<file path="src/rtl/control_unit_pkg.sv">
// Shared definitions for the control unit: FSM state encoding, opcode
// constants, instruction field widths and small decode helpers.
package control_unit_pkg;

  localparam int DATA_W   = 8;
  localparam int ADDR_W   = 8;
  localparam int OPC_W    = 4;
  localparam int REG_W    = 2;
  localparam int ULA_OP_W = 4;

  typedef enum logic [3:0] {
    ST_IDLE      = 4'd0,
    ST_FETCH     = 4'd1,
    ST_DECODE    = 4'd2,
    ST_IMM_REQ   = 4'd3,
    ST_IMM_USE   = 4'd4,
    ST_EXEC_A    = 4'd5,
    ST_EXEC_B    = 4'd6,
    ST_WRITEBACK = 4'd7,
    ST_HALT      = 4'd8
  } state_e;

  localparam logic [OPC_W-1:0] OPC_NOP  = 4'h0;
  localparam logic [OPC_W-1:0] OPC_LDI  = 4'h1;
  localparam logic [OPC_W-1:0] OPC_JMP  = 4'h2;
  localparam logic [OPC_W-1:0] OPC_JZ   = 4'h3;
  localparam logic [OPC_W-1:0] OPC_HALT = 4'h7;

  // Instruction byte layout: opcode[7:4], rd[3:2], rs[1:0].
  function automatic logic [OPC_W-1:0] opcode_of(input logic [DATA_W-1:0] instr);
    return instr[7:4];
  endfunction

  function automatic logic [REG_W-1:0] rd_of(input logic [DATA_W-1:0] instr);
    return instr[3:2];
  endfunction

  function automatic logic [REG_W-1:0] rs_of(input logic [DATA_W-1:0] instr);
    return instr[1:0];
  endfunction

  // Any opcode with the top bit set is an ALU rd,rs operation.
  function automatic logic is_alu(input logic [OPC_W-1:0] opc);
    return opc[3];
  endfunction

endpackage

</file>
<file path="src/rtl/control_unit_if.sv">
// Bundle of control-unit handshake, RAM and datapath strobe signals.
// master = the control unit, slave = datapath/RAM side.
interface control_unit_if;
  import control_unit_pkg::*;

  logic                start;
  logic                zero_flag;
  logic [DATA_W-1:0]   ram_data_out;
  logic                ram_enable;
  logic [ADDR_W-1:0]   ram_addr;
  logic                gp_read;
  logic                gp_write;
  logic [REG_W-1:0]    gp_sel;
  logic                grab_ula;
  logic                latch_ula;
  logic [ULA_OP_W-1:0] ula_operation;
  logic                bus_drive;
  logic [DATA_W-1:0]   bus_value;
  logic [ADDR_W-1:0]   pc;
  logic                busy;
  logic                halted;

  modport master (
    input  start, zero_flag, ram_data_out,
    output ram_enable, ram_addr, gp_read, gp_write, gp_sel, grab_ula,
           latch_ula, ula_operation, bus_drive, bus_value, pc, busy, halted
  );

  modport slave (
    output start, zero_flag, ram_data_out,
    input  ram_enable, ram_addr, gp_read, gp_write, gp_sel, grab_ula,
           latch_ula, ula_operation, bus_drive, bus_value, pc, busy, halted
  );

endinterface

</file>
<file path="src/rtl/control_unit.sv">
// Multi-cycle instruction sequencer: fetches bytes from RAM, decodes them
// and issues register-file / ULA / bus strobes. Outputs are decoded from
// the registered state so an asynchronous reset clears them at once.
module control_unit
  import control_unit_pkg::*;
(
  input  logic           clock,
  input  logic           reset,
  control_unit_if.master cu
);

  state_e              state_q, state_d;
  logic [ADDR_W-1:0]   pc_q, pc_d;
  logic [DATA_W-1:0]   ir_q, ir_d;
  logic [OPC_W-1:0]    fetched_opc;
  logic [OPC_W-1:0]    ir_opc;

  assign fetched_opc = opcode_of(cu.ram_data_out);
  assign ir_opc      = opcode_of(ir_q);

  // Next-state, program counter and instruction register update.
  // The opcode is decoded straight from RAM data in DECODE, since ir is
  // only loaded at the end of that cycle.
  always_comb begin
    state_d = state_q;
    pc_d    = pc_q;
    ir_d    = ir_q;
    case (state_q)
      ST_IDLE: begin
        if (cu.start) state_d = ST_FETCH;
      end
      ST_FETCH: begin
        state_d = ST_DECODE;
      end
      ST_DECODE: begin
        ir_d = cu.ram_data_out;
        pc_d = pc_q + 8'd1;
        if (is_alu(fetched_opc)) begin
          state_d = ST_EXEC_A;
        end else begin
          case (fetched_opc)
            OPC_LDI, OPC_JMP, OPC_JZ: state_d = ST_IMM_REQ;
            OPC_HALT:                 state_d = ST_HALT;
            OPC_NOP:                  state_d = ST_FETCH;
            default:                  state_d = ST_FETCH;
          endcase
        end
      end
      ST_IMM_REQ: begin
        state_d = ST_IMM_USE;
      end
      ST_IMM_USE: begin
        state_d = ST_FETCH;
        case (ir_opc)
          OPC_JMP: pc_d = cu.ram_data_out;
          OPC_JZ:  pc_d = cu.zero_flag ? cu.ram_data_out : pc_q + 8'd1;
          default: pc_d = pc_q + 8'd1;
        endcase
      end
      ST_EXEC_A:    state_d = ST_EXEC_B;
      ST_EXEC_B:    state_d = ST_WRITEBACK;
      ST_WRITEBACK: state_d = ST_FETCH;
      ST_HALT:      state_d = ST_HALT;
      default:      state_d = ST_IDLE;
    endcase
  end

  // State, pc and ir registers with asynchronous active-low clear.
  always_ff @(posedge clock or negedge reset) begin
    if (!reset) begin
      state_q <= ST_IDLE;
      pc_q    <= '0;
      ir_q    <= '0;
    end else begin
      state_q <= state_d;
      pc_q    <= pc_d;
      ir_q    <= ir_d;
    end
  end

  // Per-state strobe decode; everything not named for a state stays 0.
  always_comb begin
    cu.ram_enable    = 1'b0;
    cu.ram_addr      = pc_q;
    cu.gp_read       = 1'b0;
    cu.gp_write      = 1'b0;
    cu.gp_sel        = '0;
    cu.grab_ula      = 1'b0;
    cu.latch_ula     = 1'b0;
    cu.ula_operation = '0;
    cu.bus_drive     = 1'b0;
    cu.bus_value     = '0;
    cu.pc            = pc_q;
    cu.busy          = (state_q != ST_IDLE) && (state_q != ST_HALT);
    cu.halted        = (state_q == ST_HALT);
    case (state_q)
      ST_FETCH, ST_IMM_REQ: begin
        cu.ram_enable = 1'b1;
      end
      ST_IMM_USE: begin
        if (ir_opc == OPC_LDI) begin
          cu.bus_drive = 1'b1;
          cu.bus_value = cu.ram_data_out;
          cu.gp_write  = 1'b1;
          cu.gp_sel    = rd_of(ir_q);
        end
      end
      ST_EXEC_A: begin
        cu.gp_read       = 1'b1;
        cu.gp_sel        = rd_of(ir_q);
        cu.ula_operation = {1'b0, ir_q[6:4]};
      end
      ST_EXEC_B: begin
        cu.gp_read       = 1'b1;
        cu.gp_sel        = rs_of(ir_q);
        cu.grab_ula      = 1'b1;
        cu.ula_operation = {1'b0, ir_q[6:4]};
      end
      ST_WRITEBACK: begin
        cu.latch_ula     = 1'b1;
        cu.gp_write      = 1'b1;
        cu.gp_sel        = rd_of(ir_q);
        cu.ula_operation = {1'b0, ir_q[6:4]};
      end
      default: ;
    endcase
  end

endmodule
</file>
<file path="src/flat_wrapper.sv">
// flat-port wrapper written by rule: the top's interface ports become plain ports
module control_unit_flat import control_unit_pkg::*;
  (clock, reset, cu_start, cu_zero_flag, cu_ram_data_out, cu_ram_enable, cu_ram_addr, cu_gp_read, cu_gp_write, cu_gp_sel, cu_grab_ula, cu_latch_ula, cu_ula_operation, cu_bus_drive, cu_bus_value, cu_pc, cu_busy, cu_halted);
  control_unit_if cu_i ();
  input  logic clock;
  input  logic reset;
  input wire logic [$bits(cu_i.start)-1:0] cu_start;
  input wire logic [$bits(cu_i.zero_flag)-1:0] cu_zero_flag;
  input wire logic [$bits(cu_i.ram_data_out)-1:0] cu_ram_data_out;
  output wire logic [$bits(cu_i.ram_enable)-1:0] cu_ram_enable;
  output wire logic [$bits(cu_i.ram_addr)-1:0] cu_ram_addr;
  output wire logic [$bits(cu_i.gp_read)-1:0] cu_gp_read;
  output wire logic [$bits(cu_i.gp_write)-1:0] cu_gp_write;
  output wire logic [$bits(cu_i.gp_sel)-1:0] cu_gp_sel;
  output wire logic [$bits(cu_i.grab_ula)-1:0] cu_grab_ula;
  output wire logic [$bits(cu_i.latch_ula)-1:0] cu_latch_ula;
  output wire logic [$bits(cu_i.ula_operation)-1:0] cu_ula_operation;
  output wire logic [$bits(cu_i.bus_drive)-1:0] cu_bus_drive;
  output wire logic [$bits(cu_i.bus_value)-1:0] cu_bus_value;
  output wire logic [$bits(cu_i.pc)-1:0] cu_pc;
  output wire logic [$bits(cu_i.busy)-1:0] cu_busy;
  output wire logic [$bits(cu_i.halted)-1:0] cu_halted;
  assign cu_i.start = cu_start;
  assign cu_i.zero_flag = cu_zero_flag;
  assign cu_i.ram_data_out = cu_ram_data_out;
  assign cu_ram_enable = cu_i.ram_enable;
  assign cu_ram_addr = cu_i.ram_addr;
  assign cu_gp_read = cu_i.gp_read;
  assign cu_gp_write = cu_i.gp_write;
  assign cu_gp_sel = cu_i.gp_sel;
  assign cu_grab_ula = cu_i.grab_ula;
  assign cu_latch_ula = cu_i.latch_ula;
  assign cu_ula_operation = cu_i.ula_operation;
  assign cu_bus_drive = cu_i.bus_drive;
  assign cu_bus_value = cu_i.bus_value;
  assign cu_pc = cu_i.pc;
  assign cu_busy = cu_i.busy;
  assign cu_halted = cu_i.halted;
  control_unit u_core (.clock(clock), .reset(reset), .cu(cu_i));
endmodule
</file>
<file path="config.mk">
export PLATFORM = sky130hd
export DESIGN_NAME = control_unit_flat
export DESIGN_NICKNAME = d
export VERILOG_FILES = /design/src/rtl/control_unit_pkg.sv /design/src/rtl/control_unit_if.sv /design/src/rtl/control_unit.sv /design/src/flat_wrapper.sv
export SDC_FILE = /design/constraint.sdc
export NUM_CORES = 1
export LEC_CHECK = 0
export CAP_MARGIN = 25
export CORE_AREA = 5 5 59 61
export DETAILED_ROUTE_END_ITERATION = 10
export DIE_AREA = 0 0 64 66
export GPL_TIMING_DRIVEN = 0
export PLACE_DENSITY = 0.84
export SLEW_MARGIN = 30
export SYNTH_ARGS = -nofsm -noshare
export SYNTH_HDL_FRONTEND = slang
export SYNTH_SLANG_ARGS = --single-unit
export TNS_END_PERCENT = 100
</file>
<file path="constraint.sdc">
create_clock -name clock -period 5 [get_ports clock]
set_clock_uncertainty 0.1 [all_clocks]
set_input_delay 1 -clock clock [delete_from_list [all_inputs] [get_ports clock]]
set_output_delay 1 -clock clock [all_outputs]
set_load 0.1 [all_outputs]
</file>
==> results.cfg <==
[yosys]
synth-async-reset-ratio_pct = 100
dominant_combinational_cell_family_by_area_after_synthesis = simple AND/OR/NAND/NOR gates
synth-seq-area-share_pct = 38.6
post_synth.cell_area_avg_um2 = 9.06
postSynthCellCount = 143
synthAdderAreaFrac_pct = 0.965
synth_flop_cell = dfrtp_1
synth_simple_gate_area_share_pct = 29.5
synthXorXnorAreaFrac_pct = 1.35
syn-cell-area_um2 = 1300
synth_nets = 156
yosysWarnings = 0
ys_ff_latch = 20
number_of_distinct_standard_cells_referenced_by_the_synthesized_netlist = 41
synth.area.mux_share_pct = 7.72
edff_count_synth = 0
synth-compound-area-share_pct = 11.3

[worst_setup_path]
crit_type = register to output pin
ff2ff_setup_slack_ps = 2960
critical_path.max_fanout = 10
critical_path.slowest_cell = clkdlybuf4s50_1
slowest_delay_ps = 1140
worst_setup_path_start_kind = register
critical_path.cell_chain = nor4_1 > nor4bb_1 > clkbuf_1 > and2_1 > clkdlybuf4s50_1
cp-end-kind = output pin
crit_required_ps = 3900
crit_arrival_ps = 3270

[floorplanning]
number_of_primary_i_o_pins = 50
floorplan.die.height_um = 66
row_count = 20
die_width_um = 64
fp.dieArea_um2 = 4220
floorplan.initialDensity_pct = 44.3
fp.coreArea_um2 = 2930

[timing]
unrepaired_setup_endpoints_after_global_routing = false
setup_violations = 0
hold_violations = 0
max-slew-margin-rel_pct = 34.2
final-max-slew-violation-count = 0
totalNegativeSetupSlack_ps = 0
tightest_slew_ps = 983
fmax_mhz = 229
post-route-period-util_pct = 87.3
period_needed_ps = 4370

[clock_tree]
tritoncts_num_sinks = 20
cts_hold_buf = 0
cts_tree = yes
h-tree-depth = 1
cts.root.buffer_cell = clkbuf_4
cts_buffers = 3
worstSkewPairLatency_ps = 310
clock_tree.buffer_depth = 2
worst_setup_hold_path_clk_slew_ps = 120
postCtsResizedCells = 0
postCtsSetupBuffers = 0

[layout]
nets = 209
antenna-diode-count = 0
layout.cells.most_common = clkdlybuf4s50_1
area.sequential_um2 = 500
fillCellCount = 250
multi_input_area_um2 = 663
area.growth.synth_to_final_pct = 42.7
layout_common_cells = 47 x clkdlybuf4s50_1, 20 x dfrtp_1, 12 x buf_4
layout_cell_share_with_drive_strength_beyond_1_pct = 16.4
fin_area_um2 = 1850

[grt]
total_routing_usage_gr_pct = 17.5
grt_max_degree = 21
number_of_antenna_violations_at_the_first_check_in_global_routing = 0
first_pass_grt_wire_length_um = 6020
gr-total-overflow = 0
grt_pass1_vias = 1350

[placement]
port-buffer-count = 48
postPlaceCellArea_um2 = 1820
hpwlAfterDp_um = 2680
gpl.final_weighted_congestion = 0.812

[detailed_routing]
post_drt_via_cell_ratio = 5.73
vias = 1306
detail-route-antenna-nets = 0
route.detailed.drc = 0
drt-pass1-iter-count = 4
drt_iter0_markers = 59
routedWlPerCell_um = 15.5
totalWireLength_um = 3540

[outcome]
run_status = completed

[worst_hold_path]
hold_path_class = register to register

[job]
drv.max_cap_violation_count = 0
## kinds of logic (layout without fill, tap and decap cells)
| logic type | after synthesis | after routing |
|---|---|---|
| simple gates | 68 | 68 |
| compound gates | 23 | 23 |
| flops | 20 | 20 |
| buf+inv | 19 | 71 |
| mux | 9 | 9 |
| xor+xnor | 2 | 2 |
| fa+ha+maj | 1 | 1 |
| other cells | 1 | 1 |
## Yosys cell counts (2+ instances only)
cell,count,area share (%)
dfrtp_1,20,39
buf_4,12,7.0
and2_1,11,5.3
nand2_1,10,2.9
nand3_1,9,3.5
mux2_2,8,7.0
nor3_1,8,3.1
a21oi_1,7,2.7
nor2_1,7,2.0
o21ai_0,4,1.5
a22oi_1,3,1.7
nand2b_1,3,1.4
or2_2,3,1.4
or4_1,3,1.7
a31oi_1,2,0.97
buf_6,2,1.7
clkbuf_1,2,0.58
inv_1,2,0.58
nand4_1,2,0.97
nor2b_1,2,0.97
o211ai_1,2,1.2
or3_1,2,0.97
## area by class of cell
cell class                 count  area share, %
sequential                    20           27.1
clock buffer                   4           1.96
inverter                       2          0.406
multi-input combinational    104           35.9
timing repair buffer          48           25.7
buffer                        17           6.77
tap                           33           2.23
## worst max-delay path: cells and delay by family, from the launching register on
family	cells	cell delay, ps
buf+inv	2	1460
flops	1	480
simple gates	3	1020
## state kept, by name (all words and copies together), names as in the netlist
register and flops:
u_core.cu.pc 8, u_core.ir_q 8, u_core.state_q 4
## metrics by stage
| stage | utilization, % | setup WS, ps | hold slack (ps) | cells |
|---|---|---|---|---|
| finish | 63.2 | 634 | 423 | 228 |
| global route | 63.2 | 342 | 442 | 228 |
| CTS | 63.3 | 607 | 424 | 228 |
| detailed placement | 62.1 | 983 | 390 | 224 |
| global placement | 62.1 | 976 | 386 | 224 |
| floorplan | - | 897 | 374 | 143 |
## final timing paths
kind | from | end | cells past startpoint
hold / removal | u_core.ir_q[1] | u_core.ir_q[1] | 1
max in group asynchronous | reset | u_core.cu.pc[2] | 1
setup reg to reg | u_core.state_q[0] | u_core.cu.pc[3] | 4
min in group asynchronous | reset | u_core.state_q[3] | 1
hold reg to reg | u_core.ir_q[1] | u_core.ir_q[1] | 1
setup / recovery | u_core.state_q[0] | cu_bus_value[5] | 5
## routing by layer
metal  vias to the layer above  GRT usage [%]  routed length, µm
met2                        92           29.8               1730
li1                        604              -                  -
met1                       600           21.1               1400
met5                         -              0                  0
met3                        10           3.74                350
met4                         0           7.79                 62
Power is left out: the tool's default activity adds up to more than one toggle a clock period on the data nets, which glitch-free logic cannot reach.
